--- config.mk ---
export PLATFORM = sky130hd
export DESIGN_NAME = uart
export DESIGN_NICKNAME = d
export VERILOG_FILES = /design/src/rtl/uart_pkg.sv /design/src/rtl/uart_baud_gen.sv /design/src/rtl/uart.sv
export SDC_FILE = /design/constraint.sdc
export NUM_CORES = 1
export LEC_CHECK = 0
export ABC_CLOCK_PERIOD_IN_PS = 4000
export BUFFER_PORTS_ARGS = -buffer_cell sky130_fd_sc_hd__buf_4
export CELL_PAD_IN_SITES_DETAIL_PLACEMENT = 1
export CELL_PAD_IN_SITES_GLOBAL_PLACEMENT = 2
export CORE_UTILIZATION = 37
export DETAILED_ROUTE_END_ITERATION = 8
export MAX_ROUTING_LAYER = met4
export PLACE_DENSITY_LB_ADDON = 0.1
export SLEW_MARGIN = 20
export SYNTH_ARGS = -nofsm -noshare
export SYNTH_HDL_FRONTEND = slang
export SYNTH_SLANG_ARGS = --single-unit
--- constraint.sdc ---
create_clock -name clk -period 4 [get_ports clk]
set_input_delay 1.2 -clock clk [delete_from_list [all_inputs] [get_ports clk]]
set_output_delay 1.2 -clock clk [all_outputs]
set_load 0.005 [all_outputs]
--- src/rtl/uart_pkg.sv ---
// Shared types and constants for the transmit-only UART.
// Optional even parity is enabled by defining UART_PARITY_EN.
package uart_pkg;
  typedef enum logic [2:0] {IDLE, START, DATA, PARITY, STOP} uart_tx_state_t;
  localparam int DATA_BITS = 8;
endpackage

--- src/rtl/uart_baud_gen.sv ---
// Bit-period timer: tick is high on the last clock of each bit period.
// Held at zero while clear is high so every frame starts on a fresh period.
module uart_baud_gen #(
  parameter int CLK_PER_BAUD = 4
) (
  input  logic clk,
  input  logic rst,
  input  logic clear,
  output logic tick
);
  localparam int CW = (CLK_PER_BAUD > 1) ? $clog2(CLK_PER_BAUD) : 1;
  localparam logic [CW-1:0] LAST = CW'(CLK_PER_BAUD - 1);

  logic [CW-1:0] r_cnt;

  always_ff @(posedge clk) begin
    if (!rst || clear) begin
      r_cnt <= '0;
    end else if (r_cnt == LAST) begin
      r_cnt <= '0;
    end else begin
      r_cnt <= r_cnt + CW'(1);
    end
  end

  assign tick = !clear && (r_cnt == LAST);
endmodule

--- src/rtl/uart.sv ---
// Transmit-only UART, 8N1 by default; define UART_PARITY_EN to append an
// even-parity bit after the data bits (8E1).
module uart
  import uart_pkg::*;
#(
  parameter int CLK_PER_BAUD = 4
) (
  input  logic                 clk,
  input  logic                 rst,
  input  logic [DATA_BITS-1:0] tx_byte,
  input  logic                 start_send,
  output logic                 tx,
  output logic                 done
);
  localparam int BW = $clog2(DATA_BITS);
  localparam logic [BW-1:0] LAST_BIT = BW'(DATA_BITS - 1);

  uart_tx_state_t       r_state, w_state_next;
  logic [DATA_BITS-1:0] r_shift, w_shift_next;
  logic [BW-1:0]        r_bit, w_bit_next;
  logic                 r_tx, w_tx_next;
  logic                 r_done, w_done_next;
  logic                 w_tick;
  logic                 w_baud_clear;
`ifdef UART_PARITY_EN
  logic                 r_parity, w_parity_next;
`endif

  assign w_baud_clear = (r_state == IDLE);

  uart_baud_gen #(.CLK_PER_BAUD(CLK_PER_BAUD)) u_baud (
    .clk   (clk),
    .rst   (rst),
    .clear (w_baud_clear),
    .tick  (w_tick)
  );

  always_ff @(posedge clk) begin
    if (!rst) begin
      r_state <= IDLE;
      r_shift <= '0;
      r_bit   <= '0;
      r_tx    <= 1'b1;
      r_done  <= 1'b0;
`ifdef UART_PARITY_EN
      r_parity <= 1'b0;
`endif
    end else begin
      r_state <= w_state_next;
      r_shift <= w_shift_next;
      r_bit   <= w_bit_next;
      r_tx    <= w_tx_next;
      r_done  <= w_done_next;
`ifdef UART_PARITY_EN
      r_parity <= w_parity_next;
`endif
    end
  end

  // tx is registered, so each branch computes the line level of the next state.
  always_comb begin
    w_state_next = r_state;
    w_shift_next = r_shift;
    w_bit_next   = r_bit;
    w_tx_next    = r_tx;
    w_done_next  = 1'b0;
`ifdef UART_PARITY_EN
    w_parity_next = r_parity;
`endif
    case (r_state)
      IDLE: begin
        w_tx_next = 1'b1;
        if (start_send) begin
          w_state_next = START;
          w_shift_next = tx_byte;
          w_bit_next   = '0;
          w_tx_next    = 1'b0;
`ifdef UART_PARITY_EN
          w_parity_next = ^tx_byte;
`endif
        end
      end
      START: begin
        if (w_tick) begin
          w_state_next = DATA;
          w_tx_next    = r_shift[0];
        end
      end
      DATA: begin
        if (w_tick) begin
          if (r_bit == LAST_BIT) begin
`ifdef UART_PARITY_EN
            w_state_next = PARITY;
            w_tx_next    = r_parity;
`else
            w_state_next = STOP;
            w_tx_next    = 1'b1;
`endif
          end else begin
            w_bit_next   = r_bit + BW'(1);
            w_shift_next = r_shift >> 1;
            w_tx_next    = r_shift[1];
          end
        end
      end
`ifdef UART_PARITY_EN
      PARITY: begin
        if (w_tick) begin
          w_state_next = STOP;
          w_tx_next    = 1'b1;
        end
      end
`endif
      STOP: begin
        if (w_tick) begin
          w_state_next = IDLE;
          w_tx_next    = 1'b1;
          w_done_next  = 1'b1;
        end
      end
      default: begin
        w_state_next = IDLE;
        w_tx_next    = 1'b1;
      end
    endcase
  end

  assign tx   = r_tx;
  assign done = r_done;
endmodule

# [Word level (Yosys, flattened, before mapping)]
# Cells that the tools add are included.
# W data, S select, Z words.
[word_totals] output_inout_bits=2 reg_bits=18 elab_cells=51 inputBits=11
[classes] reduce_logical=11 muxes=21 n_eq_ne=11 add_sub_neg=2
[ops] operator="$mux W3" n=8
[ops] operator="$mux W8" n=3
[ops] operator="$pmux W8 S2" n=1
[ops] operator="$pmux W3 S4" n=1
[ops] operator="$eq A3 B3 Y1 const B" n=2
[ops] operator="$mux W1" n=6
[ops] operator="$ne A2 B1 Y1 const B" n=3
[ops] operator="$ne A2 B2 Y1 const B" n=3
[ops] operator="$pmux W3 S2" n=1
[ops] operator="$reduce_and A5 Y1" n=1
[ops] operator="$pmux W1 S4" n=1
[ops] operator="$reduce_and A4 Y1" n=1
[ops] operator="$add A3 B1 Y3 const B" n=1
[ops] operator="$eq A3 B1 Y1 const B" n=1
[ops] operator="$eq A3 B2 Y1 const B" n=1
[ops] operator="$logic_not A3 Y1" n=1
[ops] operator="$reduce_and A3 Y1" n=1
[ops] operator="$add A2 B1 Y2 const B" n=1
[ops] operator="$eq A2 B2 Y1 const B" n=1
[ops] operator="$logic_not A1 Y1" n=2
[ops] operator="$reduce_and A2 Y1" n=1
[ops] operator="$reduce_bool A2 Y1" n=1
[ops] operator="$reduce_or A2 Y1" n=1
[ops] operator="$logic_and A1 B1 Y1" n=1
[ops] operator="$logic_or A1 B1 Y1" n=1

# [Logic depth before layout (Yosys ltp)]
[depth] word_depth=5 ltp_mapped=6 ltp_nobuf=5

# [By module]
# A second synthesis with hierarchy kept.
[hier_totals] hier_cells=97 hier_area_um2=974.7
[by_module_without_submodules] module="uart" n_inst=1 cells_each=91 area_each_um2=885.8 seq_area_each_um2=320.3
[by_module_without_submodules] module="uart_baud_gen" n_inst=1 cells_each=6 area_each_um2=88.8 seq_area_each_um2=40.0

# [Worst setup path before layout]
# No wires, ideal clock.
[synth_path] kind="input port to flip-flop" start="in start_send" end="reg r_shift[0]" required_time_ns=3.881 n_path_buf=1 slack_ns=1.936 arrival_time_ns=1.945 path_stages=4 setup_time_ns=0.119 path_cell_list="or2b_1 and2_0 buf_6 o221a_2"
[synth_between] elab_chain_len=2
[synth_rtl] element="start: declaration" line_no="uart.sv:11" source="input logic start_send,"
[synth_rtl] element="$ne A2 B2 Y1 (no source line)"
[synth_rtl] element="$reduce_and A4 Y1 (no source line)"
[synth_rtl] element="end signal: assignment" line_no="uart.sv:50" source="r_shift <= w_shift_next;"
[synth_rtl] element="end: declaration" line_no="uart.sv:19" source="logic [DATA_BITS-1:0] r_shift, w_shift_next;"
# No other way between the ends.
# A chain may end at the register's enable or synchronous reset.

# [Final worst setup path]
# Ends and elaborated chain as after synthesis.

==> impl_metrics.env <==
export IMPL_seq_area_um2=360
export IMPL_ys_warn_count=0
export IMPL_cap_violations=0
export IMPL_synth_edff_count=0
export IMPL_viasPerCell=5.65
export IMPL_hold_viol=0
export IMPL_initial_core_util_pct=40.6
export IMPL_vdd_ir_drop_worst_mv=0.121
export IMPL_track_usage_pct=17.2
export IMPL_synth_area_per_cell_um2=9.83
export IMPL_rsz0062_at_grt="no"
export IMPL_cp_end_kind="flip-flop"
export IMPL_skew_ns=0.00692
export IMPL_syn2layout_area_growth_pct=11.3
export IMPL_gp_congestion=0.696
export IMPL_stdcell_area_mm2=0.00104
export IMPL_setup_slack_ns=2.03
export IMPL_clkSlewWorstSetupHoldPaths_ns=0.10
export IMPL_async_flop_share_pct=0
export IMPL_dpl_cell_area_mm2=0.00100
export IMPL_dp_cells=128
export IMPL_yosys_most_used_dff="dfxtp_1"
export IMPL_synth_distinct_cells=35
export IMPL_numCtsBuffers=3
export IMPL_synthCells=95
export IMPL_first_pass_iters=4
export IMPL_crit_path_start_kind="input port"
export IMPL_fin_hold_ws_ns=0.438
export IMPL_ios=13
export IMPL_dpl_hpwl_mm=1.43
export IMPL_nets=119
export IMPL_max_slew_margin_rel_pct=42.9
export IMPL_clkLatencyLatePin_ns=0.28
export IMPL_core_mm2=0.00230
export IMPL_pre_cts_ws_ns=1.72
export IMPL_vias=746
export IMPL_power_density_mw_per_mm2=334
export IMPL_syn_num_nets=109
export IMPL_cts_resized=0
export IMPL_ys_ff_latch=18
export IMPL_antenna_cells=0
export IMPL_hold_path_class="reg2reg"
export IMPL_cts_buffer_depth=2
export IMPL_grt_max_degree=23
export IMPL_layout_drive_gt1_share_pct=26.0
export IMPL_ant_nets=0
export IMPL_grt_pass1_wl_mm=3.40
export IMPL_multi_input_area_um2=505
export IMPL_postCtsSetupBuffers=0
export IMPL_cp_arrival_ns=2.15
export IMPL_cp_required_ns=4.18
export IMPL_wire_per_inst_um=15.3
export IMPL_cts_htree_levels=1
export IMPL_portBuffers=12
export IMPL_wl_mm=2.02
export IMPL_p_leak_nw=0.403
export IMPL_rows=17
export IMPL_overflow=0
export IMPL_setup_tns_ns=0
export IMPL_setup_viol=0
export IMPL_netlist_area_um2=933
export IMPL_drt_iter0_markers=9
export IMPL_dieWidth_um=52.2
export IMPL_cts_sinks=18
export IMPL_drc=0
export IMPL_postCtsHoldBufs=0
export IMPL_worstMarginPinSlew_ns=0.856
export IMPL_fillers=275
export IMPL_seq_area_frac_synth_pct=38.6
export IMPL_fin_crit_sh_pct=49.2
export IMPL_fin_crit_ns=1.97
export IMPL_cts_tree="yes"
export IMPL_crit_path_max_fanout=7
export IMPL_status="complete, no violations"
export IMPL_grt_pass1_vias=738
export IMPL_max_freq_mhz=509
export IMPL_die_h_um=52.2
export IMPL_clockRootBuffer="clkbuf_4"
export IMPL_finalNonFillerCells=132
export IMPL_drv_slew=0
export IMPL_grt_antenna_before_repair=0
export IMPL_die_area_mm2=0.00273
export IMPL_worstSetupPathType="in2reg"
sequential cells by signal, summed over array words and instances, names as in the netlist:
name	cells
u_baud.r_cnt	2
r_state	3
done	1
r_shift	8
r_bit	3
tx	1
layer usage:
metal / wire (um) / share of wire, % / vias up / global-route usage (%)
met3: 46 / 2.3 / 2 / 2.61
li1: - / - / 372 / -
met5: 0 / 0 / - / -
met4: 13 / 0.64 / 0 / 5.26
met2: 944 / 47 / 6 / 26.7
met1: 1010 / 50 / 366 / 23.1
cell usage in the layout, fill, tap and decap left out, types with 2 or more instances in the layout:
master and instances:
dfxtp_1 18, nand2_1 13, buf_4 12, mux2i_1 7, o221a_2 7, a21oi_1 5, inv_1 3, nor3_1 3
o2bb2ai_1 3, ha_1 3, clkbuf_4 3, o21ai_0 2, nor2_1 2, nand4b_1 2
power breakdown:
part / switching, mW / leakage, nW / total [mW] / internal [mW]
clock network: 0.0557 / 0.0210 / 0.111 / 0.0553
logic: 0.0193 / 0.235 / 0.0406 / 0.0213
registers: 0.00747 / 0.148 / 0.195 / 0.188
path summary, 6_finish.rpt:
path                           to  slack, ns  cells past startpoint       startpoint
setup / recovery       r_shift[0]       2.03                      4       start_send
hold reg to reg   u_baud.r_cnt[0]       0.44                      1  u_baud.r_cnt[0]
setup reg to reg       r_shift[0]       2.11                      3       r_state[1]
hold / removal    u_baud.r_cnt[0]       0.44                      1  u_baud.r_cnt[0]
critical path, cell delays in order:
cell,delay (ns)
buf_4,0.10
or2b_1,0.28
and2_0,0.29
o221a_2,0.28
cell families (layout without fill, tap and decap cells):
family	after synthesis	count (layout)	synth area share, %
AOI/OAI and AO/OA	23	23	21.0
xor gates and xnor gates	1	1	0.939
adders and majority gates	3	3	4.02
buffers and inverters	10	19	7.24
DFF	18	18	38.6
muxes	7	7	7.51
and+or+nand+nor	33	33	20.6
through the flow:
step | utilization, % | power, mW
final | 45.2 | 0.347
after global routing | 45.2 | 0.367
after CTS | 45.2 | 0.351
after detailed placement | 43.6 | 0.241
after global placement | 43.6 | 0.239
after floorplan | - | 0.225
cell usage after synthesis (2+ instances only):
master / number / area (um^2)
buf_6: 3 / 33.8
o221a_2: 7 / 78.8
inv_1: 3 / 11.3
ha_1: 3 / 37.5
nor3_1: 3 / 15.0
o2bb2ai_1: 3 / 26.3
clkbuf_1: 2 / 7.51
a21oi_1: 5 / 25.0
buf_4: 2 / 15.0
nand2_1: 13 / 48.8
nand4b_1: 2 / 17.5
nor2_1: 2 / 7.51
o21ai_0: 2 / 10.0
mux2i_1: 7 / 70.1
dfxtp_1: 18 / 360
layout make-up:
| type | instances | share of cell area, % |
|---|---|---|
| flip-flops and latches | 18 | 34.7 |
| well taps | 28 | 3.37 |
| inverters | 3 | 1.08 |
| multi-input cells | 67 | 48.7 |
| clock buffers | 4 | 3.49 |
| repair buffers | 12 | 8.67 |
(Power assumes the default switching activity.)
